### config.mk
export PLATFORM = sky130hd
export DESIGN_NAME = token_drop_ctrl
export DESIGN_NICKNAME = d
export VERILOG_FILES = /design/src/rtl/token_drop_ctrl.sv
export SDC_FILE = /design/constraint.sdc
export NUM_CORES = 1
export LEC_CHECK = 0
export CORE_MARGIN = 2
export CORE_UTILIZATION = 48
export CTS_BUF_LIST = sky130_fd_sc_hd__clkbuf_16
export CTS_CLUSTER_DIAMETER = 40
export DETAILED_ROUTE_END_ITERATION = 10
export PLACE_DENSITY = 0.78
export SYNTH_ARGS = -nofsm -noshare
export SYNTH_HDL_FRONTEND = slang
export SYNTH_SLANG_ARGS = --single-unit
export TNS_END_PERCENT = 50
### constraint.sdc
create_clock -name clk -period 5.65 [get_ports clk]
set_input_delay 1.695 -clock clk [delete_from_list [all_inputs] [get_ports clk]]
set_output_delay 1.695 -clock clk [all_outputs]
set_load 0.02 [all_outputs]
### src/rtl/token_drop_ctrl.sv
// token_drop_ctrl: owns the board, cursor and turn; animates a falling token,
// lands it, then hands newrow/newcolumn to the victory checker.
module token_drop_ctrl #(
  parameter int NROWS      = 8,
  parameter int NCOLS      = 8,
  parameter int FALL_TICKS = 2500000
) (
  input  logic               clk,
  input  logic               reset,
  input  logic               move_left,
  input  logic               move_right,
  input  logic               drop,
  input  logic [6:0]         winner,
  output logic [15:0][15:0]  red,
  output logic [15:0][15:0]  grn,
  output logic [4:0]         newrow,
  output logic [4:0]         newcolumn,
  output logic [3:0]         cursor_col,
  output logic               turn_grn,
  output logic               fall_valid,
  output logic [3:0]         fall_row,
  output logic               busy,
  output logic               game_over,
  output logic               draw
);
  localparam logic [2:0]  IDLE = 3'd0, FALL = 3'd1, LAND = 3'd2, CHECK = 3'd3, WIN = 3'd4, DRAW = 3'd5;
  localparam logic [3:0]  LAST_ROW  = 4'(NROWS - 1);
  localparam logic [3:0]  LAST_COL  = 4'(NCOLS - 1);
  localparam logic [3:0]  MID_COL   = 4'(NCOLS / 2);
  localparam logic [31:0] LAST_TICK = 32'(FALL_TICKS - 1);
  localparam logic [15:0] COL_MASK  = 16'((1 << NCOLS) - 1);
  logic [2:0]        state_q, state_d;
  logic [15:0][15:0] red_q, red_d, grn_q, grn_d, occ;
  logic [3:0]        cur_q, cur_d, col_q, col_d, row_q, row_d, nxt_row;
  logic [4:0]        newrow_q, newrow_d, newcol_q, newcol_d;
  logic              turn_q, turn_d, fv_q, fv_d;
  logic [31:0]       cnt_q, cnt_d;
  assign occ     = red_q | grn_q;
  assign nxt_row = row_q + 4'd1;
  always_comb begin
    state_d  = state_q;
    red_d    = red_q;
    grn_d    = grn_q;
    cur_d    = cur_q;
    col_d    = col_q;
    row_d    = row_q;
    newrow_d = newrow_q;
    newcol_d = newcol_q;
    turn_d   = turn_q;
    fv_d     = fv_q;
    cnt_d    = cnt_q;
    case (state_q)
      IDLE: begin
        if (drop) begin
          if (!occ[0][cur_q]) begin
            row_d   = 4'd0;
            fv_d    = 1'b1;
            cnt_d   = 32'd0;
            col_d   = cur_q;
            state_d = FALL;
          end
        end else if (move_left ^ move_right) begin
          cur_d = move_left ? ((cur_q == 4'd0) ? LAST_COL : cur_q - 4'd1)
                            : ((cur_q == LAST_COL) ? 4'd0 : cur_q + 4'd1);
        end
      end
      FALL: begin
        if (cnt_q != LAST_TICK) cnt_d = cnt_q + 32'd1;
        else if (row_q == LAST_ROW || occ[nxt_row][col_q]) state_d = LAND;
        else begin
          row_d = nxt_row;
          cnt_d = 32'd0;
        end
      end
      LAND: begin
        if (turn_q) grn_d[row_q][col_q] = 1'b1;
        else red_d[row_q][col_q] = 1'b1;
        newrow_d = {1'b0, row_q};
        newcol_d = {1'b0, col_q};
        fv_d     = 1'b0;
        state_d  = CHECK;
      end
      CHECK: begin
        // winner is evaluated on the board that landed last cycle
        if (winner != 7'h7F) state_d = WIN;
        else if ((occ[0] & COL_MASK) == COL_MASK) state_d = DRAW;
        else begin
          turn_d  = !turn_q;
          state_d = IDLE;
        end
      end
      default: state_d = state_q;
    endcase
  end
  always_ff @(posedge clk) begin
    if (reset) begin
      state_q  <= IDLE;
      red_q    <= '0;
      grn_q    <= '0;
      cur_q    <= MID_COL;
      col_q    <= 4'd0;
      row_q    <= 4'd0;
      newrow_q <= 5'd0;
      newcol_q <= 5'd0;
      turn_q   <= 1'b1;
      fv_q     <= 1'b0;
      cnt_q    <= 32'd0;
    end else begin
      state_q  <= state_d;
      red_q    <= red_d;
      grn_q    <= grn_d;
      cur_q    <= cur_d;
      col_q    <= col_d;
      row_q    <= row_d;
      newrow_q <= newrow_d;
      newcol_q <= newcol_d;
      turn_q   <= turn_d;
      fv_q     <= fv_d;
      cnt_q    <= cnt_d;
    end
  end
  assign red        = red_q;
  assign grn        = grn_q;
  assign newrow     = newrow_q;
  assign newcolumn  = newcol_q;
  assign cursor_col = cur_q;
  assign turn_grn   = turn_q;
  assign fall_valid = fv_q;
  assign fall_row   = row_q;
  assign busy       = state_q != IDLE;
  assign game_over  = (state_q == WIN) || (state_q == DRAW);
  assign draw       = state_q == DRAW;
endmodule

[Word level (Yosys, flattened, before mapping)]
Index checks and enable logic that the tools add are counted.
Cells by class
  add/subtract/negate cells: 4
  $mul: 0
  div/mod/pow operators: 0
  magnitude comparators: 6
  equality and inequality tests: 16
  shifts and indexed selects: 0
  mux-type cells: 33
  bitwise logic cells: 9
  reduce and logical (&&, ||, !) cells: 20
Operator list (count)
  $or A256 B256 Y256: 3
  $mux W32: 4
  $bmux W16 S4: 1
  $demux W16 S4: 1
  $pmux W32 S2: 1
  $add A32 B1 Y32 const B: 1
  $mux W16: 2
  $ne A32 B22 Y1 const B: 1
  $mux W4: 7
  $lt A4 B5 Y1 const B: 4
  $mux W3: 6
  $pmux W3 S4: 1
  $reduce_and A3 Y1: 4
  $ne A2 B2 Y1 const B: 5
  $reduce_and A5 Y1: 2
  $add A4 B1 Y4 const B: 2
  $bmux W1 S4: 2
  $eq A4 B3 Y1 const B: 2
  $eq A8 B8 Y1 const B: 1
  $ge A4 B1 Y1 const B: 2
  $pmux W4 S2: 1
  $ne A7 B7 Y1 const B: 1
  $eq A3 B2 Y1 const B: 2
  $eq A3 B3 Y1 const B: 2
  other kinds (18): 30
Storage, ports and cells
  bits in registers: 569
  bits in latches: 0
  bits in writable memories: 0
  bits in read-only memories: 0
  input port bits: 12
  word-level logic and storage cells: 129
  memories kept: 0

[Depth between registers and ports, before layout]
Gate-level depths: netlist of run 1.
  depth in word-level cells: 9
  depth in mapped cells: 17

[Least setup slack after synthesis of run 1]
OpenSTA, ideal clock, no wires.
  path kind: register to register
  start: reg row_q[0], in the netlist fall_row[0]
  end: reg row_q[2], in the netlist fall_row[2]
  library setup time: 0.117 ns
  arrival: 3.671 ns
  data required time: 5.533 ns
  path slack: 1.862 ns
  cell stages (with the launch flop): 16
  cells stage by stage: dfxtp_1 -> buf_4 -> buf_4 -> inv_1 -> buf_2 -> ha_1 -> clkbuf_1 -> clkbuf_1 -> a2111oi_0 -> a311oi_1 -> nand2_1 -> nand3_1 -> a311o_1 -> o31ai_4 -> o21ai_1 -> a32o_1
On the way
  longest elaborated chain between the ends: 8
RTL lines
  start: declaration: line 34  | logic [3:0] cur_q, cur_d, col_q, col_d, row_q, row_d, nxt_row;
  start signal: assignment: line 114  | row_q <= row_d;
  $add A4 B1 Y4: line 39  | assign nxt_row = row_q + 4'd1;
  $bmux W16 S4: line 69  | else if (row_q == LAST_ROW || occ[nxt_row][col_q]) state_d = LAND;
  $mux W16 (implied by the code): line 69
  $bmux W1 S4: line 69
  $mux W1 (implied by the code): line 69
  $logic_or A1 B1 Y1: line 69
  $ne A2 B2 Y1 (no source line)
  $reduce_and A5 Y1 (no source line)
Several ways; a longest one is shown, not always the timed one. The select of a mux whose other input is x is not followed.
A chain may end at the register's enable or synchronous reset.

[Worst setup path in the final report of run 1]
  start: reg row_q[0], in the netlist fall_row[0]
  end: reg cnt_q[24]
On the way
  longest elaborated chain between the ends: 8
RTL lines
  $add A4 B1 Y4: line 39
  $bmux W16 S4: line 69
  $mux W16 (implied by the code): line 69
  $bmux W1 S4: line 69
  $mux W1 (implied by the code): line 69
  $logic_or A1 B1 Y1 *: line 69
  $ne A3 B3 Y1 (no source line) *
  $reduce_and A4 Y1 (no source line) *
  end signal: assignment: line 119  | cnt_q <= cnt_d;
  end: declaration: line 37  | logic [31:0] cnt_q, cnt_d;
Mark *: on every way between the ends. The rest lies on a longest branch, timed or not. The select of a mux whose other input is x is not followed.

==> metrics, run 1 <==
Syn Std Cell Area 22,000 um2; Seq cells post-synth 569; initial antenna violation count 1; Final min period 5.19 ns; CTS resizes 0; total gr overflow 0; largest net degree at the start of global routing 172; Unique masters post-synth 75; Sink Count 569; Vias 24.1k; Clock Tree Buf Depth 3; HP Start newcolumn[0]; total die area 47,500 um2; Area contributors post-synth dfxtp_1 (52%), a21oi_1 (14%), nor2_1 (12%); buffers added on ports 544; WL final between 100 and 150 mm; Layout area overhead 37.3%; Rel. slew slack 0.205; share of the synthesized area in the top cell type 0.518; Initial Util 0.486; commonest non-fill, non-tap cell in the layout nor2_1; Slowest-stage cell, CP ha_1; CP endpoint kind flip-flop; Worst VDD drop 298 uV; Die Ht between 200 and 250 um; sequential share of the synthesized area 0.518; max-cap violation count 0; cts bufs inserted 75; Hold Path End newcolumn[0]; maximum clock rate ~190 MHz; Worst Skew between 0.02 and 0.03 ns; Hold Vio Cnt, Final 0; Max H-tree Level 3; initial DRC count 3,787; worst reg2reg path depth 12; Layout Nets 3,163; pwr dens 346 nW/um2; EDFF count, synth 0; Post-CTS Hold Fix Bufs 0; Leak 10.7 nW; hold slack 0.452 ns; Total GRT Usage 0.420; Crit path required time 6.17 ns; ANT cells 0; Post-synth ARST share 0; vias in the first global route 22.4k; CP max FO 33; Setup Buffers After CTS 0; Synth Instances about 2.7k; RR Startpoint fall_row[0]; crit-path max cell delay 1.03 ns; outcome finished, final reports clean; Antenna Nets Post-Route 0; Finished Layout Cells 3,803; worst r2r dst cnt_q[24]; final cycle utilization of the critical path 0.919; area leader, netlist dfxtp_1; DP Cell Count around 3.7k; Worst Hold Path Cells 2; Tot Pwr 10.4 mW; # rows 78; IO Pins around 550; crit path kind flip-flop to flip-flop; drt wl/cell 27.4 um; share of cells above drive strength 1 0.0649; Initial DRT Pass Iterations 9; crit-path cells inv_1, ha_1, inv_1, nor2_1, a22oi_1, and4_1, o41ai_2, o311ai_2, o211ai_4, buf_4, a21oi_1, a311oi_2; unrepaired setup endpoints after global routing no; drt via density 6.33; DIE WIDTH 218 um; Hold WC Path Type flip-flop to flip-flop; Yosys Warn Count 0; Skew-Pair Late Insertion Delay 0.63 ns; Placer Congestion just under 1; first-pass GRT wire length approximately 150 mm; commonest cells after routing, fill and taps aside nor2_1 (681), a21oi_1 (619), dfxtp_1 (568), clkdlybuf4s50_1 (543), nor3_1 (137); crit path DAT roughly 5.7 ns; Setup Viol. Count Final 0; Worst-path clk slew ~0.06 ns; core area around 45,000 um2; Worst setup SP type flip-flop; syn avg cell area 8.11 um2; clk root buf clkbuf_16; CTS tree yes; setup TNS 0 ns; Pins Over Slew Limit 0; critical path's most frequent cell inv_1; DR DRC count 0; r2r setup slk approximately 0.46 ns; actual slew at the worst max-slew pin 1.19 ns; Post-synth top flop dfxtp_1; post-DP HPWL 73.1 mm
[logic make-up (layout without fill, tap and decap cells)]
kind of cell,Yosys count,count (layout),share of synthesized area
AO/OA/AOI/OAI,815,815,0.212
XOR/XNOR,8,8,0.00421
adder cells (fa/ha/maj),7,7,0.00398
buffers and inverters,254,743,0.0482
flip-flops,569,569,0.518
multiplexers,11,11,0.00814
other,1,2,0.000171
AND/OR/NAND/NOR,1048,1048,0.205
[worst max-delay path, delay by kind of cell (launching register included)]
family	cells	cell delay (ns)
flops	1	0.58
buf+inv	3	1.01
compound gates	6	1.57
fa+ha+maj	1	1.03
simple gates	2	0.86
[worst max-delay path by stage]
stage / from / to / cells after the start
final: fall_row[0] / cnt_q[24] / 12
after global routing: fall_row[0] / cnt_q[24] / 12
after CTS: fall_row[0] / cnt_q[24] / 12
after detailed placement: fall_row[0] / cnt_q[24] / 12
after global placement: fall_row[0] / cnt_q[24] / 12
after floorplan: fall_row[0] / fall_row[2] / 15
[where the power goes]
group          switching [mW]  total, mW  internal (mW)  leakage (nW)
logic                    1.14       1.59          0.446          4.85
registers              0.0879       4.13           4.04          4.58
clock network            1.91       4.73           2.81          1.24
total                    3.14       10.4           7.31          10.7
[state kept, by name (all words and copies together) (netlist names), 3 cells and up]
name / flops
cnt_q: 32
newcolumn: 4
red: 256
state_q: 3
fall_row: 4
newrow: 4
cursor_col: 4
grn: 256
col_q: 4
[cells in the mapped netlist, drive strengths merged, types with 2 or more instances]
| cell | number |
|---|---|
| buf | 43 |
| o311ai | 17 |
| a211o | 2 |
| o21ai | 18 |
| mux2 | 2 |
| inv | 16 |
| a21o | 5 |
| o2111ai | 6 |
| or4 | 3 |
| nand2 | 63 |
| nand4 | 11 |
| mux2i | 4 |
| nor4b | 4 |
| a311oi | 18 |
| a221oi | 3 |
| a31oi | 6 |
| xor2 | 4 |
| o31ai | 5 |
| a22o | 2 |
| nor2 | 685 |
| nor3 | 155 |
| a21oi | 619 |
| clkbuf | 195 |
| nand2b | 7 |
| nor4 | 8 |
| o211ai | 9 |
| o41ai | 6 |
| or3 | 14 |
| nand3 | 29 |
| xnor2 | 4 |
| a211oi | 79 |
| mux4 | 5 |
| a22oi | 6 |
| or2 | 2 |
| dfxtp | 569 |
| and3 | 30 |
| and2 | 16 |
| a2111oi | 3 |
| and4 | 4 |
| nand3b | 2 |
| nor2b | 13 |
| ha | 7 |
[area by class of cell]
type | count | area [um2]
Inverter | 16 | 60.1
Tap cell | 600 | 751
Multi-Input combinational cell | 1891 | 9680
Sequential cell | 569 | 11400
Timing Repair Buffer | 591 | 5830
Clock buffer | 76 | 1900
Clock inverter | 60 | 573
Fill cell | 3648 | 15100
[layer usage]
metal | up-vias | global-route usage | part of all wire
met3 | 477 | 0.126 | 0.13
met5 | - | 0 | 0.000067
met2 | 1903 | 0.644 | 0.44
met1 | 11400 | 0.522 | 0.36
met4 | 2 | 0.246 | 0.074
li1 | 10300 | - | -
[per-stage QoR]
step | utilization | instance area (um2) | setup slack [ns]
floorplan | - | 22000 | 1.86
global placement | 0.612 | 27700 | 0.869
detailed placement | 0.612 | 27700 | 0.712
CTS | 0.667 | 30200 | 0.615
global route | 0.667 | 30200 | 0.245
finish | 0.667 | 30200 | 0.460
Note: power is estimated with default switching activity, not from simulation.
==> run 2, diff against run 1 <==
--- a/config.mk
+++ b/config.mk
@@ -10,7 +10,9 @@
 export CTS_BUF_LIST = sky130_fd_sc_hd__clkbuf_16
 export CTS_CLUSTER_DIAMETER = 40
 export DETAILED_ROUTE_END_ITERATION = 10
+export HOLD_SLACK_MARGIN = 0.05
 export PLACE_DENSITY = 0.78
+export SLEW_MARGIN = 25
 export SYNTH_ARGS = -nofsm -noshare
 export SYNTH_HDL_FRONTEND = slang
 export SYNTH_SLANG_ARGS = --single-unit
==> metrics, run 2 (synthesis gave the netlist of run 1 again) <==
max-cap violation count 0 (unchanged); Die Ht 218 um (unchanged); Max H-tree Level 3 (unchanged); Hold WC Path Type flip-flop to flip-flop; Worst VDD drop 261 uV (-12%); Clock Tree Buf Depth 3 (unchanged); vias in the first global route 22.4k (+0.35%); Worst Skew 0.0331 ns (+0.00608 ns); Post-CTS Hold Fix Bufs 0 (unchanged); Tot Pwr 10.4 mW (-0.42%); WL final 105 mm (+0.65%); unrepaired setup endpoints after global routing no; CP endpoint kind flip-flop; Slowest-stage cell, CP ha_1; Initial DRT Pass Iterations 6 (-3); Crit path required time 6.15 ns (-0.02 ns); commonest cells after routing, fill and taps aside nor2_1 (681), a21oi_1 (619), dfxtp_1 (568), clkdlybuf4s50_1 (543), nor3_1 (137); initial DRC count 3,598 (-5.0%); Leak 10.7 nW (about the same); Setup Viol. Count Final 0 (unchanged); ANT cells 0 (unchanged); core area 45,300 um2 (unchanged); DIE WIDTH 218 um (unchanged); share of cells above drive strength 1 0.0662 (+0.00129); # rows 78 (unchanged); critical path's top delay family compound AO/OA/AOI/OAI gates; crit path DAT 5.74 ns (+0.03 ns); Final min period 5.24 ns (+0.0463 ns); CTS resizes 0 (unchanged); Pins Over Slew Limit 0 (unchanged); CTS tree yes; post-DP HPWL 73.1 mm (about the same); outcome finished, final reports clean; Rel. slew slack 0.235 (+0.0295); total gr overflow 0 (unchanged); CP max FO 33 (unchanged); crit-path cells inv_1, ha_1, inv_1, nor2_1, a22oi_1, and4_1, o41ai_2, o311ai_2, o211ai_4, buf_4, a21oi_1, a311oi_2; commonest non-fill, non-tap cell in the layout nor2_1; largest net degree at the start of global routing 172 (unchanged); Skew-Pair Late Insertion Delay 0.62 ns (about the same); maximum clock rate 191 MHz (-0.88%); first-pass GRT wire length 150 mm (+0.50%); clk root buf clkbuf_16; placed inst area 27,700 um2 (about the same); Worst setup SP type flip-flop; crit path kind flip-flop to flip-flop; Fill cells 3,667 (+0.52%); Worst-path clk slew 0.06 ns (about the same); crit-path max cell delay 1.02 ns (about the same); drt wl/cell 27.6 um (+0.70%); critical path's most frequent cell inv_1; Total GRT Usage 0.422 (+0.00231); buffers added on ports 544 (unchanged); pwr dens 345 nW/um2 (-0.39%); Setup Buffers After CTS 0 (unchanged); IO Pins 547 (unchanged); final cycle utilization of the critical path 0.927 (+0.00819); Buf/Inv on CP 3 (unchanged); cell area after layout 30,200 um2 (about the same); DR DRC count 0 (unchanged); Sink Count 569 (unchanged); Placer Congestion 0.960 (unchanged); actual slew at the worst max-slew pin 1.15 ns (-0.0443 ns); Vias 24.2k (+0.73%); drt via density 6.38 (+0.78%); cts bufs inserted 75 (unchanged); setup TNS 0 ns (unchanged); post-layout util 0.666 (about the same); total die area 47,500 um2 (unchanged); Layout Nets 3,165 (+0.063%); Layout area overhead 37.2% (about the same); Antenna Nets Post-Route 0 (unchanged); Hold Vio Cnt, Final 0 (unchanged); initial antenna violation count 2 (+1); Initial Util 0.486 (unchanged)
==> run 2: changes by cell type in the layout (fill, tap and decap cells not counted), moves of 2 or more <==
cell,change
clkinv_2,+6
inv_6,-4
clkinv_1,-3
and2_1,-2
and2_2,+2
buf_8,+2
clkinv_4,-2
==> run 2: worst paths after layout <==
| path | cells past startpoint | start | slack [ns] | end |
|---|---|---|---|---|
| max | 12 | fall_row[0] | 0.41 | cnt_q[24] |
| min | 2 | newcolumn[0] | 0.45 | newcolumn[0] |
| max reg2reg | 12 | fall_row[0] | 0.41 | cnt_q[24] |
| min reg2reg | 2 | newcolumn[0] | 0.45 | newcolumn[0] |
==> run 2: worst reg2reg max path, cell delays in order (launching register included) <==
cell	delay [ns]
dfxtp_4	0.58
inv_1	0.37
ha_1	1.03
inv_1	0.35
nor2_1	0.62
a22oi_1	0.14
and4_1	0.25
o41ai_2	0.42
o311ai_2	0.26
o211ai_4	0.52
buf_4	0.32
a21oi_1	0.10
a311oi_2	0.17
==> run 2: routing by layer <==
layer  global-route usage  wire length [um]
met4                0.242              7600
met3                0.131             13300
met5                    0                12
met2                0.652             46300
met1                0.520             37500
==> run 2: cell type report <==
class                           count  area (um2)  area share
Inverter                           16        60.1     0.00199
Sequential cell                   569       11400       0.378
Timing Repair Buffer              593        5860       0.194
Clock inverter                     55         505      0.0168
Tap cell                          600         751      0.0249
Multi-Input combinational cell   1891        9680       0.321
Clock buffer                       77        1930      0.0639
==> run 2: through the flow <==
stage | hold slack (ns) | worst slack, ns | cells
6_report | 0.452 | 0.414 | 3801
5_1_grt | 0.493 | 0.264 | 3801
4_1_cts | 0.456 | 0.622 | 3800
3_5_place_dp | 0.450 | 0.707 | 3668
3_3_place_gp | 0.445 | 0.869 | 3667
2_1_floorplan | 0.446 | 1.86 | 2714
==> run 2: where the power goes <==
group	internal, mW	switching [mW]	total [mW]
clock	2.78	1.89	4.67
combinational	0.447	1.15	1.60
sequential	4.04	0.0900	4.13
